--- src/rtl/cdb_arbiter_pkg.sv ---
// Shared definitions for the common data bus arbiter: bus widths, source
// encodings and the queue entry layout.
package cdb_arbiter_pkg;

  localparam int DATA_WID = 32;
  localparam int ROB_WID  = 5;

  localparam logic CDB_SRC_ALU = 1'b0;
  localparam logic CDB_SRC_LSB = 1'b1;

  // One queued result: the ROB tag it completes and the produced value.
  typedef struct packed {
    logic [ROB_WID-1:0]  rob_pos;
    logic [DATA_WID-1:0] value;
  } cdb_entry_t;

  localparam int ENTRY_WID = ROB_WID + DATA_WID;

endpackage

--- src/rtl/cdb_arbiter_chk.sv ---
// Protocol checker: a producer must not offer a result while its queue is
// full, since such a result is silently dropped.
module cdb_arbiter_chk (
  input logic clk,
  input logic rst,
  input logic rdy,
  input logic rollback,
  input logic alu_done,
  input logic alu_acpt,
  input logic lsb_done,
  input logic lsb_acpt
);

  a_alu_no_drop: assert property (@(posedge clk) disable iff (rst)
    (rdy && !rollback && alu_done) |-> alu_acpt);

  a_lsb_no_drop: assert property (@(posedge clk) disable iff (rst)
    (rdy && !rollback && lsb_done) |-> lsb_acpt);

endmodule

--- src/rtl/cdb_fifo.sv ---
// Small in-order result queue. Pointers wrap modulo DEPTH; flush empties the
// queue without touching storage. All state holds while en is low.
module cdb_fifo #(
  parameter int DEPTH = 2,
  parameter int WIDTH = 8
) (
  input  logic                   clk,
  input  logic                   rst,
  input  logic                   en,
  input  logic                   push,
  input  logic                   pop,
  input  logic                   flush,
  input  logic [WIDTH-1:0]       din,
  output logic [WIDTH-1:0]       head,
  output logic [$clog2(DEPTH):0] count
);

  localparam int PTR_W = (DEPTH > 1) ? $clog2(DEPTH) : 1;
  localparam int CNT_W = $clog2(DEPTH) + 1;

  logic [WIDTH-1:0] mem_q [DEPTH];
  logic [WIDTH-1:0] mem_d [DEPTH];
  logic [PTR_W-1:0] wr_ptr_q, wr_ptr_d;
  logic [PTR_W-1:0] rd_ptr_q, rd_ptr_d;
  logic [CNT_W-1:0] count_q, count_d;

  // Advance a pointer, wrapping at DEPTH even when DEPTH is not a power of two.
  function automatic logic [PTR_W-1:0] ptr_inc(input logic [PTR_W-1:0] p);
    if (p == PTR_W'(DEPTH - 1)) begin
      ptr_inc = '0;
    end else begin
      ptr_inc = p + PTR_W'(1);
    end
  endfunction

  // Next-state for storage, pointers and occupancy; flush wins over push/pop.
  always_comb begin
    mem_d    = mem_q;
    wr_ptr_d = wr_ptr_q;
    rd_ptr_d = rd_ptr_q;
    count_d  = count_q;
    if (flush) begin
      wr_ptr_d = '0;
      rd_ptr_d = '0;
      count_d  = '0;
    end else begin
      if (push) begin
        mem_d[wr_ptr_q] = din;
        wr_ptr_d        = ptr_inc(wr_ptr_q);
      end else begin
        wr_ptr_d = wr_ptr_q;
      end
      if (pop) begin
        rd_ptr_d = ptr_inc(rd_ptr_q);
      end else begin
        rd_ptr_d = rd_ptr_q;
      end
      case ({push, pop})
        2'b10:   count_d = count_q + CNT_W'(1);
        2'b01:   count_d = count_q - CNT_W'(1);
        default: count_d = count_q;
      endcase
    end
  end

  // Queue state registers: synchronous reset, frozen while en is low.
  always_ff @(posedge clk) begin
    if (rst) begin
      wr_ptr_q <= '0;
      rd_ptr_q <= '0;
      count_q  <= '0;
      for (int i = 0; i < DEPTH; i++) begin
        mem_q[i] <= '0;
      end
    end else if (en) begin
      mem_q    <= mem_d;
      wr_ptr_q <= wr_ptr_d;
      rd_ptr_q <= rd_ptr_d;
      count_q  <= count_d;
    end
  end

  assign head  = mem_q[rd_ptr_q];
  assign count = count_q;

endmodule

--- src/rtl/cdb_arbiter.sv ---
// Common data bus arbiter: queues ALU and LSB results, picks one per cycle
// with a round-robin pointer (empty queues may be bypassed) and registers the
// winner onto the CDB.
module cdb_arbiter
  import cdb_arbiter_pkg::*;
#(
  parameter int FIFO_DEPTH = 2,
  parameter int NSRC       = 2
) (
  input  logic                clk,
  input  logic                rst,
  input  logic                rdy,
  input  logic                rollback,
  input  logic                alu_done,
  input  logic [ROB_WID-1:0]  alu_rob_pos,
  input  logic [DATA_WID-1:0] alu_res,
  output logic                alu_acpt,
  input  logic                lsb_done,
  input  logic [ROB_WID-1:0]  lsb_rob_pos,
  input  logic [DATA_WID-1:0] lsb_res,
  output logic                lsb_acpt,
  output logic                cdb_en,
  output logic [ROB_WID-1:0]  cdb_rob_pos,
  output logic [DATA_WID-1:0] cdb_val,
  output logic                cdb_src
);

  localparam int CNT_W = $clog2(FIFO_DEPTH) + 1;

  cdb_entry_t alu_in_s, lsb_in_s, alu_head_s, lsb_head_s, win_s;
  logic [CNT_W-1:0] alu_cnt_s, lsb_cnt_s;
  logic alu_elig_s, lsb_elig_s, gnt_vld_s, gnt_src_s;
  logic alu_push_s, alu_pop_s, alu_byp_s;
  logic lsb_push_s, lsb_pop_s, lsb_byp_s;

  logic                cdb_en_q, cdb_en_d;
  logic [ROB_WID-1:0]  cdb_rob_pos_q, cdb_rob_pos_d;
  logic [DATA_WID-1:0] cdb_val_q, cdb_val_d;
  logic                cdb_src_q, cdb_src_d;
  logic                prio_q, prio_d;

  assign alu_in_s = {alu_rob_pos, alu_res};
  assign lsb_in_s = {lsb_rob_pos, lsb_res};

  // Acceptance looks at registered occupancy only; a same-cycle pop gives no credit.
  assign alu_acpt = (alu_cnt_s < CNT_W'(FIFO_DEPTH));
  assign lsb_acpt = (lsb_cnt_s < CNT_W'(FIFO_DEPTH));

  cdb_fifo #(.DEPTH(FIFO_DEPTH), .WIDTH(ENTRY_WID)) u_alu_fifo (
    .clk(clk), .rst(rst), .en(rdy),
    .push(alu_push_s), .pop(alu_pop_s), .flush(rollback),
    .din(alu_in_s), .head(alu_head_s), .count(alu_cnt_s)
  );

  cdb_fifo #(.DEPTH(FIFO_DEPTH), .WIDTH(ENTRY_WID)) u_lsb_fifo (
    .clk(clk), .rst(rst), .en(rdy),
    .push(lsb_push_s), .pop(lsb_pop_s), .flush(rollback),
    .din(lsb_in_s), .head(lsb_head_s), .count(lsb_cnt_s)
  );

  cdb_arbiter_chk u_chk (
    .clk(clk), .rst(rst), .rdy(rdy), .rollback(rollback),
    .alu_done(alu_done), .alu_acpt(alu_acpt),
    .lsb_done(lsb_done), .lsb_acpt(lsb_acpt)
  );

  // Eligibility, round-robin pick, winner data and queue push/pop control.
  always_comb begin
    alu_elig_s = (alu_cnt_s != '0) || alu_done;
    lsb_elig_s = (lsb_cnt_s != '0) || lsb_done;
    if (alu_elig_s && lsb_elig_s) begin
      gnt_src_s = prio_q;
    end else if (lsb_elig_s) begin
      gnt_src_s = CDB_SRC_LSB;
    end else begin
      gnt_src_s = CDB_SRC_ALU;
    end
    gnt_vld_s = (alu_elig_s || lsb_elig_s) && !rollback;
    if (gnt_src_s == CDB_SRC_LSB) begin
      win_s = (lsb_cnt_s != '0) ? lsb_head_s : lsb_in_s;
    end else begin
      win_s = (alu_cnt_s != '0) ? alu_head_s : alu_in_s;
    end
    alu_pop_s  = gnt_vld_s && (gnt_src_s == CDB_SRC_ALU) && (alu_cnt_s != '0);
    lsb_pop_s  = gnt_vld_s && (gnt_src_s == CDB_SRC_LSB) && (lsb_cnt_s != '0);
    alu_byp_s  = gnt_vld_s && (gnt_src_s == CDB_SRC_ALU) && (alu_cnt_s == '0);
    lsb_byp_s  = gnt_vld_s && (gnt_src_s == CDB_SRC_LSB) && (lsb_cnt_s == '0);
    alu_push_s = alu_done && alu_acpt && !rollback && !alu_byp_s;
    lsb_push_s = lsb_done && lsb_acpt && !rollback && !lsb_byp_s;
  end

  // Next broadcast and priority; tag/value hold when nothing is granted.
  always_comb begin
    cdb_rob_pos_d = cdb_rob_pos_q;
    cdb_val_d     = cdb_val_q;
    cdb_src_d     = cdb_src_q;
    prio_d        = prio_q;
    if (gnt_vld_s) begin
      cdb_en_d      = 1'b1;
      cdb_rob_pos_d = win_s.rob_pos;
      cdb_val_d     = win_s.value;
      cdb_src_d     = gnt_src_s;
      prio_d        = ~gnt_src_s;
    end else begin
      cdb_en_d = 1'b0;
    end
  end

  // Output and priority registers: reset dominates, rdy low freezes.
  always_ff @(posedge clk) begin
    if (rst) begin
      cdb_en_q      <= 1'b0;
      cdb_rob_pos_q <= '0;
      cdb_val_q     <= '0;
      cdb_src_q     <= CDB_SRC_ALU;
      prio_q        <= CDB_SRC_ALU;
    end else if (rdy) begin
      cdb_en_q      <= cdb_en_d;
      cdb_rob_pos_q <= cdb_rob_pos_d;
      cdb_val_q     <= cdb_val_d;
      cdb_src_q     <= cdb_src_d;
      prio_q        <= prio_d;
    end
  end

  assign cdb_en      = cdb_en_q;
  assign cdb_rob_pos = cdb_rob_pos_q;
  assign cdb_val     = cdb_val_q;
  assign cdb_src     = cdb_src_q;

endmodule

--- config.mk ---
export PLATFORM = sky130hd
export DESIGN_NAME = cdb_arbiter
export DESIGN_NICKNAME = d
export VERILOG_FILES = /design/src/rtl/cdb_arbiter_pkg.sv /design/src/rtl/cdb_arbiter_chk.sv /design/src/rtl/cdb_fifo.sv /design/src/rtl/cdb_arbiter.sv
export SDC_FILE = /design/constraint.sdc
export NUM_CORES = 1
export LEC_CHECK = 0
export ABC_AREA = 1
export CAP_MARGIN = 0
export CORE_MARGIN = 10
export CORE_UTILIZATION = 50
export CTS_CLUSTER_DIAMETER = 120
export CTS_CLUSTER_SIZE = 16
export DETAILED_ROUTE_END_ITERATION = 12
export GPL_ROUTABILITY_DRIVEN = 0
export PLACE_DENSITY = 0.86
export SYNTH_ARGS = -nofsm -noshare
export SYNTH_HDL_FRONTEND = slang
export SYNTH_SLANG_ARGS = --single-unit
export TNS_END_PERCENT = 1
--- constraint.sdc ---
create_clock -name clk -period 1.7 [get_ports clk]
set_clock_uncertainty 0.15 [all_clocks]
set_input_delay 0.34 -clock clk [delete_from_list [all_inputs] [get_ports clk]]
set_output_delay 0.34 -clock clk [all_outputs]
set_load 0.05 [all_outputs]
Word-level counts from Yosys, hierarchy flattened. Cells that the tools add are included. Widths: inputs -> output; s select.

Add/sub/neg operators: 8. Equal/unequal tests: 4. Multiplexer cells: 34. Bitwise logic cells: 6. Reductions and logical operators: 41. Magnitude comparators: 8.

Operators by type and width (number): $mux 37 (11); $bwmux 74 (2); $demux 37 s1 (2); $logic_and 1x1->1 (16); $mux 1 (15); $reduce_and 2->1 (7); $reduce_bool 2->1 (6); $ge 2x2->1 const B (4); $not 1->2 (4); $pmux 2 s2 (2); $reduce_and 3->1 (2); $reduce_bool 3->1 (2); $add 1x1->1 const B (4); $add 2x1->2 const B (2); $eq 2x1->1 const B (2); $eq 2x2->1 const B (2); $logic_not 2->1 (2); $lt 2x1->1 const B (2); $lt 2x2->1 const B (2); $mux 2 (2); $sub 2x1->2 const B (2); $logic_not 1->1 (3); $logic_or 1x1->1 (3); $not 1->1 (2).

Word-level logic and storage cells: 116. Output and inout bits: 41. Flip-flop bits (word level): 196.

Logic depth before layout (Yosys ltp).
Depth after elaboration: 12. Gate-level depth with buffers: 13. Mapped depth without buffers: 11.

Cells and area by module. Synthesis repeated with hierarchy kept, for this count alone.

Cell total of the unflattened synthesis: 1455. Area total of the unflattened synthesis: 9555.4 um2.

By module, submodules not included: cdb_fifo (cells an instance 445, instances 2, area an instance 3290.7 um2); cdb_arbiter (cells an instance 565, instances 1, area an instance 2974.1 um2).

Least setup slack after synthesis. Ideal clock, no wire load.

Kind: register to register. Start: register u_alu_fifo.count_q[1], in the netlist u_alu_fifo.count[1]. End: register u_alu_fifo.mem_q[54] in the netlist's numbering. Stages on the path, launching flop included: 11. Library setup time: 0.113 ns. Path slack: -0.197 ns. Arrival: 1.634 ns. Path through: dfxtp_1 inv_1 nand3_1 inv_1 nand2_1 nand2_4 nand3b_2 buf_4 buf_2 nor2_1 nor2_1.

Elaborated cells on any way between the ends: 16. Those cells by class: order compare: 1; mux: 1; bitwise: 1; reduce/logical: 13.

RTL lines: start: declaration (RTL line cdb_fifo.sv:25) `logic [CNT_W-1:0] count_q, count_d;`; start signal: assignment (RTL line cdb_fifo.sv:79) `count_q <= count_d;`; $lt 2x2->1 (RTL line cdb_arbiter.sv:46) `assign alu_acpt = (alu_cnt_s < CNT_W'(FIFO_DEPTH));`; net alu_acpt (RTL line cdb_arbiter.sv:17) `output logic alu_acpt,`; $logic_and 1x1->1 (3 in series) (RTL line cdb_arbiter.sv:88) `alu_push_s = alu_done && alu_acpt && !rollback && !alu_byp_s;`; $reduce_and 3->1 (no line); end signal: assignment (RTL line cdb_fifo.sv:76) `mem_q <= mem_d;`; end: declaration (RTL line cdb_fifo.sv:21) `logic [WIDTH-1:0] mem_q [DEPTH];`.

The timed path passes the listed nets, and every way through them passes these cells. A chain may end at the register's enable or synchronous reset.

Worst setup path in the final report.
Start: register u_alu_fifo.count_q[1], in the netlist u_alu_fifo.count[1]. End: register u_lsb_fifo.mem_q[23] in the netlist's numbering.

Cells in the longest elaborated chain, start to end: 9. Elaborated cells on any way between the ends: 11. Those cells by class: mux: 1; reduce/logical: 10.

RTL lines: $reduce_bool 2->1 * (RTL line cdb_arbiter.sv:69) `alu_elig_s = (alu_cnt_s != '0) || alu_done;`; $logic_or 1x1->1 * (RTL line cdb_arbiter.sv:69); $logic_and 1x1->1 / $logic_or 1x1->1 (equally long branches) (RTL line cdb_arbiter.sv:71, cdb_arbiter.sv:78); $mux 1 / $logic_and 1x1->1 (equally long branches) (RTL line cdb_arbiter.sv:71, cdb_arbiter.sv:78); $logic_and 1x1->1 * (2 in series) (RTL line cdb_arbiter.sv:87) `lsb_byp_s = gnt_vld_s && (gnt_src_s == CDB_SRC_LSB) && (lsb_cnt_s == '0);`; $logic_not 1->1 * (RTL line cdb_arbiter.sv:89) `lsb_push_s = lsb_done && lsb_acpt && !rollback && !lsb_byp_s;`; $logic_and 1x1->1 * (RTL line cdb_arbiter.sv:89); $reduce_and 3->1 (no line) *; end signal: assignment (RTL line cdb_fifo.sv:76); end: declaration (RTL line cdb_fifo.sv:21).

Every way passes the cells marked *; elsewhere a longest branch is shown, timed or not.

==> results_dict.tcl <==
set metrics [dict create \
    cts_inserted_buffers 17 \
    synth_top_area_share_pct 43.3 \
    rows 49 \
    drt-pass1-iter-count 8 \
    wl_um 29700 \
    fin_util_pct 68.5 \
    ant_nets 0 \
    drive_above_1_share_pct 14.0 \
    muxShareOfSynthArea_pct 1.22 \
    fin_nets 1531 \
    fin_ws_ns -0.155 \
    post-route-min-period_ns 1.85 \
    grt_max_degree 85 \
    fin_crit_sh_pct 109 \
    clkLatencyLatePin_ns 0.45 \
    p_int_mw 7.90 \
    synth_top_family_by_area "compound AO/OA/AOI/OAI gates" \
    htree_levels 4 \
    grt_pass1_vias 8696 \
    ys_seq_area_share_pct 43.3 \
    rsz0062_at_grt "yes" \
    cts-root-buf "clkbuf_16" \
    syn-num-nets 1402 \
    cp-end-kind "flip-flop" \
    grtUsageTotal_pct 23.0 \
    cp.required_ns 1.92 \
    status "finished, violations left" \
    cp_data_arrival_time_ns 2.08 \
    finalHoldViolations 0 \
    netlist_instances 1322 \
    drc 0 \
    min_path_type "in2reg" \
    design.die.area_mm2 0.0239 \
    p_switching_mw 3.09 \
    grt_overflow 0 \
    syn_to_final_growth_pct 35.3 \
    yosys_warnings 0 \
    clkSlewWorstSetupHoldPaths_ns 0.07 \
    crit_path_max_fanout 14 \
    clockPowerShare_pct 36.5 \
    synth_compound_area_share_pct 22.9 \
    hpwl_um 18900 \
    fin_cells 1692 \
    whs_ns 0.234 \
    cts_sinks 196 \
    start_util_pct 50.6 \
    setup_viol 172 \
    dp.cells 1652 \
    maxSlewHeadroom_pct 63.4 \
    drt_iter0_markers 1111 \
    worst_pin_slew_ns 0.549 \
    ys_types 30 \
    synth-seq-cells 196 \
    total_power_mw 11.0 \
    wl_per_cell_um 17.5 \
    die_w_um 155 \
    p_leak_nw 4.87 \
    synth-simple-area-share_pct 22.0 \
    antenna_found_initial 2 \
    pwr-share-comb_pct 19.2 \
    fmax_ghz 0.539 \
    core-area_mm2 0.0179 \
    p_per_area_mw_per_mm2 896 \
    slew_viol_final 0 \
    routed_via_density 5.76 \
    pwr-share-seq_pct 44.2 \
    clock_path_buffers 2 \
    start_kind "flip-flop" \
    violations "setup timing" \
    via_count 9746 \
    port_buffers 120 \
    synth_area_per_cell_um2 6.85 \
    ir_worst_vdd_v 0.000834 \
    switching_share_pct 28.1 \
    netlist_top_cells_area "dfxtp_1 43%, a21oi_1 12%, nand2_1 10%" \
    io_pins 121 \
    grt_pass1_wl_um 45300 \
    die_h_um 155 \
    tns_ns -10.34 \
    synthXorXnorAreaFrac_pct 0 \
    syn_area_mm2 0.00906 \
    cts_tree "built" \
    synthAdderAreaFrac_pct 0 \
    drv_cap 0 \
    path_class "reg2reg" \
    synth_top_area_cell "dfxtp_1" \
]
-- cells in the final DEF (no fill, tap or decap), types with 3 or more instances in the layout --
cell type and instances:
nand2_1 245, a21oi_1 205, dfxtp_1 190, nor2_1 174, inv_1 125, o21ai_0 100
clkdlybuf4s50_1 76, buf_12 61, buf_4 54, o21ai_1 46, nand4_1 40, clkbuf_16 19
o211ai_1 14, mux2i_1 11, buf_6 11, a31oi_1 10, o22ai_1 9, nand2_2 6
inv_2 5, nor2_4 5, a21oi_2 5, a211oi_2 5, dfxtp_2 5, nand3_1 4
clkinvlp_4 4, diode_2 3, nand2_4 3, nand3_2 3, clkbuf_8 3
-- state kept, by name (all words and copies together) (netlist names), 2 cells and up --
signal            flops
u_alu_fifo.mem_q     74
u_lsb_fifo.mem_q     74
cdb_val              32
cdb_rob_pos           5
u_alu_fifo.count      2
u_lsb_fifo.count      2
-- path summary, 6_finish.rpt --
kind                          end                 start  cells past startpoint  slack [ns]
max          u_lsb_fifo.mem_q[23]   u_alu_fifo.count[1]                     11       -0.15
min           u_alu_fifo.count[1]                   rdy                      5        0.23
max reg2reg  u_lsb_fifo.mem_q[23]   u_alu_fifo.count[1]                     11       -0.15
min reg2reg  u_lsb_fifo.mem_q[16]  u_lsb_fifo.mem_q[16]                      2        0.30
-- synthesized netlist by cell type --
| cell | count |
|---|---|
| nor2_4 | 3 |
| nor2_1 | 176 |
| nand2_1 | 248 |
| nand3b_1 | 1 |
| nor2_2 | 2 |
| nand3b_2 | 1 |
| nand2_2 | 5 |
| nand3_2 | 1 |
| mux2i_1 | 11 |
| a31oi_1 | 10 |
| dfxtp_1 | 196 |
| nand3_1 | 6 |
| clkbuf_1 | 60 |
| nor3_1 | 1 |
| o211ai_1 | 14 |
| a211oi_1 | 6 |
| nand4_1 | 40 |
| o31ai_1 | 1 |
| o21bai_1 | 1 |
| o21ai_1 | 8 |
| buf_6 | 2 |
| buf_4 | 11 |
| a21oi_1 | 210 |
| o21ai_0 | 138 |
| buf_1 | 5 |
| nand2_4 | 1 |
| buf_2 | 23 |
| inv_2 | 1 |
| o22ai_1 | 10 |
| inv_1 | 130 |
-- power groups by stage --
stage	registers, mW	clock network, mW	logic [mW]
after global placement	4.95	0	1.95
final	4.86	4.02	2.11
after floorplan	5.13	0	0.802
after detailed placement	4.96	0	1.99
after CTS	4.86	4.00	2.03
after global routing	4.87	4.20	2.24
-- through the flow --
stage	area (um2)	worst slack, ns
2_1_floorplan	9110	-0.0220
3_3_place_gp	11400	-0.485
3_5_place_dp	11400	-0.588
4_1_cts	12100	-0.0901
5_1_grt	12300	-0.241
6_report	12300	-0.155
-- cell type report --
cell class / count / area [um2]
clock buffer: 20 / 467
tap: 229 / 287
multi-input combinational: 894 / 4290
antenna: 3 / 7.51
sequential: 196 / 3930
clock inverter: 8 / 105
inverter: 131 / 495
fill: 1361 / 5650
timing repair buffer: 211 / 2670
-- routing by layer --
metal | share of wire [%] | track usage, %
met1 | 39 | 30.1
met2 | 46 | 36.6
met3 | 11 | 5.21
met4 | 3.0 | 7.38
met5 | 0 | 0
-- worst max-delay path, cell delays in order (launching register included) --
cell	delay, ns
dfxtp_4	0.35
nor2_4	0.11
nand2_2	0.07
nand2_2	0.09
nand2_4	0.07
nor2_4	0.11
nand2_2	0.08
nand4_1	0.10
buf_6	0.20
buf_12	0.16
o21ai_0	0.11
a21oi_1	0.17
-- cells by family (layout without fill, tap and decap cells) --
kind of cell	Yosys count	in the layout
other	0	3
DFF	196	196
AOI/OAI and AO/OA	398	398
muxes	11	11
and+or+nand+nor	485	485
buffers and inverters	232	370
-- what timing repair did --
item | 4_1_cts | 5_1_grt
cloned | 2 | 3
setup endpoints to repair | 181 | 195
endpoints found under the hold margin | 0 | 0
pin swaps | 5 | 3
setup buffers | 1 | 3
hold buffers | 0 | 0
gates resized for setup | 47 | 45
Power figures use the tool's default switching activity.
